File: src/rtl/spi_master_arbiter.sv
// Round-robin arbiter sharing one SPI master between two requesters.
// Latches the winner's length/TX word, pulses ENABLE, waits for DONE or timeout, then acks.
module spi_master_arbiter #(
   parameter int DATA_WIDTH     = 16,
   parameter int TIMEOUT_CYCLES = 2000,
   parameter int MAX_LEN        = DATA_WIDTH/8
) (
   input  logic                  clk_i,
   input  logic                  rst_i,
   input  logic                  req0_i,
   input  logic                  req1_i,
   input  logic [7:0]            len0_i,
   input  logic [7:0]            len1_i,
   input  logic [DATA_WIDTH-1:0] tx0_i,
   input  logic [DATA_WIDTH-1:0] tx1_i,
   output logic                  ack0_o,
   output logic                  ack1_o,
   output logic [DATA_WIDTH-1:0] rx0_o,
   output logic [DATA_WIDTH-1:0] rx1_o,
   output logic                  err0_o,
   output logic                  err1_o,
   output logic [1:0]            grant_o,
   output logic                  busy_o,
   output logic                  spi_enable_o,
   output logic [7:0]            spi_length_o,
   output logic [DATA_WIDTH-1:0] spi_data_in_o,
   input  logic [DATA_WIDTH-1:0] spi_data_out_i,
   input  logic                  spi_done_i
);

   localparam int                CNT_W     = $clog2(TIMEOUT_CYCLES) + 1;
   localparam logic [CNT_W-1:0]  LIMIT     = CNT_W'(TIMEOUT_CYCLES - 1);
   localparam logic [7:0]        MAX_LEN_B = 8'(MAX_LEN);

   typedef enum logic [1:0] {S_IDLE, S_START, S_WAIT, S_RESP} state_t;

   state_t                state_q, state_d;
   logic                  owner_q, owner_d;
   logic                  last_q, last_d;
   logic [1:0]            grant_q, grant_d;
   logic [7:0]            len_q, len_d;
   logic [DATA_WIDTH-1:0] txd_q, txd_d;
   logic [DATA_WIDTH-1:0] rx0_q, rx0_d;
   logic [DATA_WIDTH-1:0] rx1_q, rx1_d;
   logic                  err_q, err_d;
   logic [CNT_W-1:0]      cnt_q, cnt_d;
   logic [CNT_W-1:0]      cnt_inc;
   logic                  win;

   always_ff @(posedge clk_i or posedge rst_i) begin
      if (rst_i) begin
         state_q <= S_IDLE;
         owner_q <= 1'b0;
         last_q  <= 1'b1;   // so requester 0 wins the first tie
         grant_q <= '0;
         len_q   <= '0;
         txd_q   <= '0;
         rx0_q   <= '0;
         rx1_q   <= '0;
         err_q   <= 1'b0;
         cnt_q   <= '0;
      end else begin
         state_q <= state_d;
         owner_q <= owner_d;
         last_q  <= last_d;
         grant_q <= grant_d;
         len_q   <= len_d;
         txd_q   <= txd_d;
         rx0_q   <= rx0_d;
         rx1_q   <= rx1_d;
         err_q   <= err_d;
         cnt_q   <= cnt_d;
      end
   end

   always_comb begin
      state_d = state_q;
      owner_d = owner_q;
      last_d  = last_q;
      grant_d = grant_q;
      len_d   = len_q;
      txd_d   = txd_q;
      rx0_d   = rx0_q;
      rx1_d   = rx1_q;
      err_d   = err_q;
      cnt_d   = cnt_q;
      win     = 1'b0;
      // cnt_inc is the number of cycles elapsed since the ENABLE cycle
      cnt_inc = (cnt_q == '1) ? cnt_q : cnt_q + 1'b1;

      case (state_q)
         S_IDLE: begin
            if (req0_i || req1_i) begin
               win     = (req0_i && req1_i) ? ~last_q : req1_i;
               owner_d = win;
               last_d  = win;
               grant_d = win ? 2'b10 : 2'b01;
               len_d   = win ? len1_i : len0_i;
               txd_d   = win ? tx1_i : tx0_i;
               if (len_d == 8'd0 || len_d > MAX_LEN_B) begin
                  err_d   = 1'b1;
                  state_d = S_RESP;
               end else begin
                  err_d   = 1'b0;
                  state_d = S_START;
               end
            end
         end
         S_START: begin
            cnt_d   = '0;
            state_d = S_WAIT;
         end
         S_WAIT: begin
            cnt_d = cnt_inc;
            if (spi_done_i) begin
               err_d   = 1'b0;
               state_d = S_RESP;
               if (owner_q) rx1_d = spi_data_out_i;
               else         rx0_d = spi_data_out_i;
            end else if (cnt_inc == LIMIT) begin
               err_d   = 1'b1;
               state_d = S_RESP;
            end
         end
         S_RESP: begin
            grant_d = '0;
            state_d = S_IDLE;
         end
         default: state_d = S_IDLE;
      endcase
   end

   assign busy_o        = (state_q != S_IDLE);
   assign spi_enable_o  = (state_q == S_START);
   assign ack0_o        = (state_q == S_RESP) && !owner_q;
   assign ack1_o        = (state_q == S_RESP) &&  owner_q;
   assign err0_o        = ack0_o && err_q;
   assign err1_o        = ack1_o && err_q;
   assign grant_o       = grant_q;
   assign spi_length_o  = len_q;
   assign spi_data_in_o = txd_q;
   assign rx0_o         = rx0_q;
   assign rx1_o         = rx1_q;

endmodule

File: config.mk
export PLATFORM = sky130hd
export DESIGN_NAME = spi_master_arbiter
export DESIGN_NICKNAME = d
export VERILOG_FILES = /design/src/rtl/spi_master_arbiter.sv
export SDC_FILE = /design/constraint.sdc
export NUM_CORES = 1
export LEC_CHECK = 0
export CORE_MARGIN = 5
export CORE_UTILIZATION = 33
export CTS_CLUSTER_SIZE = 25
export DETAILED_ROUTE_END_ITERATION = 10
export MAX_ROUTING_LAYER = met4
export SLEW_MARGIN = 25
export SYNTH_ARGS = -nofsm -noshare
export SYNTH_HDL_FRONTEND = slang
export SYNTH_SLANG_ARGS = --single-unit
export TNS_END_PERCENT = 5
File: constraint.sdc
create_clock -name clk_i -period 7.1 [get_ports clk_i]
set_clock_uncertainty 0.05 [all_clocks]
set_input_delay 1.42 -clock clk_i [delete_from_list [all_inputs] [get_ports clk_i]]
set_output_delay 1.42 -clock clk_i [all_outputs]
set_load 0.02 [all_outputs]
# [Word level (Yosys, flattened, before mapping)]
# Cells that the tools add are included.
[totals] regBits=75 inputBits=69 output_inout_bits=64 elab_cells=59
[classes] n_addsub=1 magnitude_cmp=1 n_eq_ne=7 mux=18 n_bitwise=2 reduce_logical=20
[op_table] cell="case mux 12 bit (2 select lines)" count=1
[op_table] cell="2-to-1 mux 16 bit" count=1
[op_table] cell="adder 12 x 1 -> 12 bit, second input constant" count=1
[op_table] cell="equality test 12 x 11 -> 1 bit, second input constant" count=1
[op_table] cell="equality test 12 bit, second input constant" count=1
[op_table] cell="2-to-1 mux 12 bit" count=1
[op_table] cell="2-to-1 mux 2 bit" count=6
[op_table] cell="AND reduction 3 bit" count=3
[op_table] cell="> comparator 8 x 2 -> 1 bit, second input constant" count=1
[op_table] cell="logical NOT 8 bit" count=1
[op_table] cell="2-to-1 mux 8 bit" count=1
[op_table] cell="case mux 2 bit (4 select lines)" count=1
[op_table] cell="nonzero test 2 bit" count=4
[op_table] cell="AND reduction 2 bit" count=3
[op_table] cell="logical AND 1 bit" count=5
[op_table] cell="2-to-1 mux 1 bit" count=5
[op_table] cell="equality test 2 bit, second input constant" count=2
[op_table] cell="case mux 2 bit (2 select lines)" count=1
[op_table] cell="!= test 3 bit, second input constant" count=1
[op_table] cell="equality test 2 x 1 -> 1 bit, second input constant" count=1
[op_table] cell="logical NOT 2 bit" count=1
[op_table] cell="logical OR 1 bit" count=2
[op_table] cell="!= test 2 bit, second input constant" count=1
[op_table] cell="inverter 1 bit" count=2
[op_table] cell="other kinds (2)" count=2

# [Logic depth before layout (Yosys ltp)]
# Gate-level depths: netlist of run 1.
[logic_depth] ltp_word=8 mapped_depth=8 depth_no_buf=7

# [Least setup slack after synthesis of run 1]
# No wires, ideal clock.
[synth_path] path_kind="input-to-reg" startpoint="input req1_i" endpoint="register err_q" setup_ns=0.126 arrival_ns=2.519 t_required_ns=6.924 slack_ns=4.405 path_stages=6 path_buffers=1 path_cell_list="a21boi_0 buf_2 nand4_1 o31a_1 a22o_1 a221o_1"
[synth_via] elab_chain_len=8 word_cells_on_any_way=12 cone_classes="order compare: 1; eq/ne: 1; mux: 5; reduce/logical: 5"
[synth_rtl] item="start, declared" line="11" source="input logic req1_i,"
[synth_rtl] item="logical AND 1 bit" line="94" source="win = (req0_i && req1_i) ? ~last_q : req1_i;"
[synth_rtl] item="2-to-1 mux 1 bit" line="94"
[synth_rtl] item="2-to-1 mux 8 bit" line="98" source="len_d = win ? len1_i : len0_i;"
[synth_rtl] item="> comparator 8 x 2 -> 1 bit or logical NOT 8 bit (tied branches)" line="100" source="if (len_d == 8'd0 || len_d > MAX_LEN_B) begin"
[synth_rtl] item="logical OR 1 bit" line="100"
[synth_rtl] item="2-to-1 mux 1 bit" line="100"
[synth_rtl] item="2-to-1 mux 1 bit" line="93" source="if (req0_i || req1_i) begin"
[synth_rtl] item="case mux 1 bit (2 select lines)" line="91" source="case (state_q)"
[synth_rtl] item="end signal, assigned" line="71" source="err_q <= err_d;"
[synth_rtl] item="end, declared" line="45" source="logic err_q, err_d;"
# Several ways; a longest one is shown, not always the timed one. The select of a mux whose other input is x is not followed.
# A chain may end at the register's enable or synchronous reset.

# [Final worst setup path of run 1]
[layout_path] startpoint="register state_q[1]" endpoint="output busy_o"
[layout_via] elab_chain_len=1
[layout_rtl] item="start, declared" line="37" source="state_t state_q, state_d;"
[layout_rtl] item="start signal, assigned" line="63" source="state_q <= state_d;"
[layout_rtl] item="nonzero test 2 bit" line="133" source="assign busy_o = (state_q != S_IDLE);"
[layout_rtl] item="end, declared" line="23" source="output logic busy_o,"
# Every way passes these cells.

==> flow_metrics.py, run 1 <==
metrics = {
    "worst_setup_path": {
        "r2r_end": "rx0_o[8]",
        "r2r_slack_ns": 4.56,
        "r2r-start": "state_q[0]",
        "crit_top_cell": "inv_1",
        "crit_required_ns": 5.63,
        "worst_setup_path_end_kind": "output pin",
        "crit_type": "reg -> out",
        "ff2ff_path_depth": 4,
        "max_stage_delay_ns": 0.57,
        "slowest_stage": "clkdlybuf4s50_1",
        "path_cells": "inv_1, ha_1, inv_1, clkdlybuf4s50_1",
        "cp.arrival_ns": 2.01,
        "cp-start-kind": "register",
        "cp_max_fo": 10,
    },
    "floorplan": {
        "die-area_sq_um": 13100,
        "io_pins": 133,
        "coreArea_sq_um": 10800,
        "fp.dieW_microns": 115,
        "num_rows": 38,
        "initial_core_util_pct": 33.4,
        "fp.dieH_microns": 115,
    },
    "sta": {
        "max_freq_mhz": 287,
        "rsz0062_at_grt": "no",
        "post-route-period-util_pct": 49.1,
        "tns_ns": 0,
        "period_needed_ns": 3.48,
        "relSlewSlack_pct": 42.6,
        "worstMarginPinSlew_ns": 0.859,
        "slew_violations": 0,
        "hold_viol_final": 0,
        "setup_viol": 0,
    },
    "job": {
        "cap_viol_max_count": 0,
    },
    "synth": {
        "yosysUniqueCellTypes": 40,
        "syn_area_sq_um": 3610,
        "ys.flop_type": "dfrtp_1",
        "yosys_register_bits": 75,
        "synth_cells": 337,
        "synth_nets": 411,
        "ys_seq_area_share_pct": 52.1,
        "synthArstFlopShare_pct": 100,
        "syn-mean-instance-area_sq_um": 10.7,
        "synth_edf_count": 0,
        "ys_warn_count": 0,
    },
    "cts": {
        "cts.sinks": 75,
        "post_cts_resized": 0,
        "clock_path_buffers": 2,
        "h-tree-depth": 3,
        "clk_latency_ns": 0.35,
        "cts-root-buf": "clkbuf_8",
        "clkSlewWorstSetupHoldPaths_ns": 0.08,
        "cts_tree": "yes",
        "hold_buffers": 0,
        "cts_inserted_buffers": 9,
        "post_cts_buffers": 0,
    },
    "detailed_routing": {
        "wire_per_inst_microns": 16.4,
        "via_count": 2998,
        "ant_nets": 0,
        "drc": 0,
        "finalWirelength_mm": 10.0,
        "vias_per_cell": 4.91,
        "first_iter_violations": 139,
        "drt_pass1_iterations": 4,
    },
    "finish": {
        "drive_above_1_share_pct": 12.8,
        "nFillCells": 1004,
        "multiInputGateArea_sq_um": 1630,
        "final_cell_area_sq_um": 5260,
        "diodes": 0,
        "nNetsFinal": 539,
        "seq_area_sq_um": 1880,
        "syn_to_final_growth_pct": 45.9,
    },
    "global_route": {
        "grt_max_degree": 50,
        "track_usage_pct": 16.5,
        "grt_pass1_vias": 3155,
        "grt_pass1_wl_mm": 16.6,
        "grt_overflow": 0,
        "antenna_found_initial": 0,
    },
    "hold_path": {
        "hp-class": "reg -> reg",
        "min_path_cells": 2,
        "hold_start": "spi_data_in_o[2]",
        "min_to": "spi_data_in_o[2]",
    },
    "outcome": {
        "outcome": "finished, final reports clean",
    },
    "power": {
        "power.density_nw_per_um2": 403,
        "power.leakage_uw": 0.00223,
        "ir_worst_vdd_mv": 0.195,
        "power_uw": 2120,
    },
    "place": {
        "io_buffers": 132,
        "dp_hpwl_mm": 7.46,
        "placed_cell_area_sq_um": 5070,
        "place_congestion": 0.801,
    },
}
[layer usage]
layer	wire length (microns)	global-route usage, %	vias up	part of all wire (%)
met5	0	-	-	0
met4	208	5.94	0	2.1
met3	608	4.92	17	6.1
met2	5010	26.1	86	50
met1	4190	20.1	1445	42
li1	-	-	1450	-
[synth_stat cells (all sizes together), types with 3 or more instances]
library cell / n / share of area [%]
nand4: 4 / 1.1
buf: 5 / 0.69
inv: 10 / 1.0
o21ai: 40 / 5.5
clkbuf: 13 / 1.4
nor4: 3 / 0.94
a21oi: 23 / 3.2
mux2: 32 / 10
a31oi: 3 / 0.52
nor3: 4 / 0.55
and3: 5 / 0.87
dfrtp: 74 / 51
or3: 3 / 0.52
nor2: 13 / 1.4
ha: 5 / 1.7
mux2i: 24 / 6.7
nand2: 45 / 4.7
nand3: 7 / 1.3
[placed cells by master (no fill, tap or decap), types with 5 or more instances in the layout]
master | synthesis | layout
inv_1 | 10 | 9
and3_1 | 5 | 5
nand3_1 | 6 | 6
a21oi_1 | 23 | 23
ha_1 | 5 | 5
nor2_1 | 13 | 13
dfrtp_1 | 74 | 74
clkdlybuf4s50_1 | 0 | 132
clkbuf_8 | 0 | 9
mux2i_1 | 24 | 24
nand2_1 | 45 | 45
o21ai_0 | 39 | 38
mux2_2 | 32 | 32
[critical path: cells and delay by family, from the launching register on]
kind | cells | cell delay (ns)
fa+ha+maj | 1 | 0.40
buf+inv | 3 | 0.86
flops | 1 | 0.40
[layout make-up]
class,instances,area share (%)
multi-input combinational,234,31.0
timing repair buffer,135,25.5
sequential,75,35.7
clock buffer,10,2.43
clock inverter,6,1.26
inverter,10,0.713
tap,140,3.33
[power breakdown]
part | internal [uW] | switching [uW] | leakage [uW]
Clock | 162 | 163 | 0.0000885
Sequential | 610 | 111 | 0.000933
Combinational | 514 | 562 | 0.00121
Total | 1290 | 836 | 0.00223
[logic make-up after synthesis]
logic type	Yosys count	synth area share [%]
buffers and inverters	28	3.09
AND/OR/NAND/NOR	91	13.1
adder cells (fa/ha/maj)	5	1.73
flip-flops	75	52.1
AO/OA/AOI/OAI	78	12.4
multiplexers	56	16.6
XOR/XNOR	4	0.971
[through the flow]
stage          util (%)  hold slack, ns  instances  setup WS [ns]
2_1_floorplan         -           0.453        337           3.72
3_3_place_gp       47.0           0.414        594           3.76
3_5_place_dp       47.0           0.424        594           3.69
4_1_cts            48.7           0.441        610           3.60
5_1_grt            48.7           0.471        610           3.49
6_report           48.7           0.436        610           3.62
[sequential cells by signal, summed over array words and instances, names as in the netlist]
register	count
spi_data_in_o	16
err_q	1
grant_o	2
last_q	1
state_q	2
cnt_q	12
owner_q	1
rx0_o	16
spi_length_o	8
rx1_o	16
[worst max-delay path by stage]
stage / startpoint / to / slack [ns] / cells past startpoint
after floorplan: rst_i / cnt_q[0] / 3.72 / 1
after global placement: req0_i / err_q / 3.76 / 6
after detailed placement: req0_i / err_q / 3.69 / 6
after CTS: state_q[1] / busy_o / 3.60 / 4
after global routing: state_q[1] / busy_o / 3.49 / 4
final: state_q[1] / busy_o / 3.62 / 4
No activity file was read; power rests on OpenSTA's default activity.
==> run 2: changes to the inputs <==
==> constraint.sdc (replaced) <==
create_clock -name clk_i -period 3.13 [get_ports clk_i]
set_clock_uncertainty 0.05 [all_clocks]
set_input_delay 0.626 -clock clk_i [delete_from_list [all_inputs] [get_ports clk_i]]
set_output_delay 0.626 -clock clk_i [all_outputs]
set_load 0.02 [all_outputs]
==> run 2 against run 1 <==
Against the previous run: design area grew 0.43%; worst hold slack worse by 0.0062 ns; highest routed layer unchanged; total power is 120% higher; first-iteration DRC count down 21%; utilization is 0.21 points higher.
==> flow_metrics.py, run 2 (synthesized netlist as in run 1, its figures left out) <==
metrics = {
    "worst_setup_path": {
        "cp-start-kind": "register",
        "r2r_slack_ns": 0.82,
        "cp_max_fo": 10,
        "ff2ff_path_depth": 7,
        "worst_setup_path_end_kind": "output pin",
        "crit_required_ns": 2.45,
        "cp.arrival_ns": 1.96,
        "crit_type": "reg -> out",
    },
    "global_route": {
        "grt_max_degree": 39,
        "grt_overflow": 0,
        "grt_pass1_wl_mm": 16.3,
        "antenna_found_initial": 0,
        "track_usage_pct": 16.5,
        "grt_pass1_vias": 3126,
    },
    "hold_path": {
        "min_path_cells": 2,
        "hp-class": "reg -> reg",
    },
    "sta": {
        "tns_ns": 0,
        "relSlewSlack_pct": 51.8,
        "hold_viol_final": 0,
        "post-route-period-util_pct": 84.3,
        "max_freq_mhz": 379,
        "rsz0062_at_grt": "no",
        "timing.hold.ws_ns": 0.429,
        "slew_violations": 0,
        "setup_viol": 0,
        "worstMarginPinSlew_ns": 0.723,
        "period_needed_ns": 2.64,
    },
    "power": {
        "switchingPower_uw": 1880,
        "combPwrFrac_pct": 51.6,
        "power.density_nw_per_um2": 899,
        "switching_share_pct": 39.5,
        "power.leakage_uw": 0.00225,
        "power.clock.fraction_pct": 14.0,
        "seqPwrFrac_pct": 34.4,
        "ir_worst_vdd_mv": 0.442,
        "internal_power_uw": 2870,
    },
    "finish": {
        "syn_to_final_growth_pct": 46.5,
        "multiInputGateArea_sq_um": 1630,
        "diodes": 0,
        "nFillCells": 982,
        "layout_commonest_cell": "clkdlybuf4s50_1",
        "seq_area_sq_um": 1880,
        "final_cell_mix": "clkdlybuf4s50_1, dfrtp_1, nand2_1",
        "drive_above_1_share_pct": 13.7,
        "nNetsFinal": 545,
    },
    "floorplan": {
        "die-area_sq_um": 13100,
        "io_pins": 133,
        "fp.dieH_microns": 115,
        "fp.dieW_microns": 115,
        "initial_core_util_pct": 33.4,
        "coreArea_sq_um": 10800,
        "num_rows": 38,
    },
    "cts": {
        "post_cts_buffers": 0,
        "clkSlewWorstSetupHoldPaths_ns": 0.08,
        "clock_path_buffers": 2,
        "cts_inserted_buffers": 9,
        "hold_buffers": 0,
        "cts_tree": "yes",
        "cts-root-buf": "clkbuf_8",
        "h-tree-depth": 3,
        "clk_latency_ns": 0.36,
        "post_cts_resized": 0,
        "cts.sinks": 75,
    },
    "detailed_routing": {
        "ant_nets": 0,
        "drc": 0,
        "vias_per_cell": 4.91,
        "wire_per_inst_microns": 16.1,
        "drt_pass1_iterations": 4,
        "via_count": 3023,
        "finalWirelength_mm": 9.91,
        "first_iter_violations": 110,
    },
    "place": {
        "dp_hpwl_mm": 7.55,
        "place_congestion": 0.806,
        "io_buffers": 132,
    },
    "job": {
        "cap_viol_max_count": 0,
    },
    "outcome": {
        "outcome": "finished, final reports clean",
    },
}
[run 2: worst paths after layout]
kind                                 startpoint           endpoint
min in group asynchronous                 rst_i  spi_data_in_o[14]
worst min-delay path            spi_length_o[6]    spi_length_o[6]
max in group asynchronous                 rst_i             last_q
worst max register to register         cnt_q[0]         state_q[1]
worst max-delay path                 state_q[0]             busy_o
worst min register to register  spi_length_o[6]    spi_length_o[6]
[run 2: critical path, cell delays in order, from the launching register on]
cell and delay, ns:
dfrtp_1 0.40, inv_1 0.11, ha_1 0.37, inv_1 0.16, clkdlybuf4s50_1 0.57
[run 2: per-stage QoR]
step / instance area [sq um] / util (%) / cells / total power (uW) / worst slack (ns)
final: 5280 / 49.0 / 616 / 4750 / 0.491
after global routing: 5280 / 49.0 / 616 / 5070 / 0.363
after CTS: 5280 / 49.0 / 616 / 4820 / 0.461
after detailed placement: 5110 / 47.4 / 600 / 4130 / 0.674
after global placement: 5110 / 47.4 / 600 / 4090 / 0.658
after floorplan: 3610 / - / 337 / 2960 / 0.546
[run 2: metal layers]
| metal | vias to the layer above | GRT usage, % | share of wire, % |
|---|---|---|---|
| li1 | 1461 | - | - |
| met1 | 1473 | 19.5 | 43 |
| met2 | 75 | 26.5 | 51 |
| met3 | 14 | 4.70 | 4.8 |
| met4 | 0 | 6.33 | 1.8 |
| met5 | - | - | 0 |
[run 2: cell type report]
class,count,area share [%]
inverters,10,0.710
clock buffers,12,2.75
well taps,140,3.32
clock inverters,4,0.497
multi-input cells,234,30.9
flip-flops and latches,75,35.5
repair buffers,141,26.3
[run 2: power by group through the flow]
stage	Sequential, uW	Clock, uW	Combinational [uW]
detailed placement	1650	0	2480
global route	1700	731	2640
floorplan	2060	0	902
global placement	1620	0	2470
finish	1630	665	2450
CTS	1640	691	2490
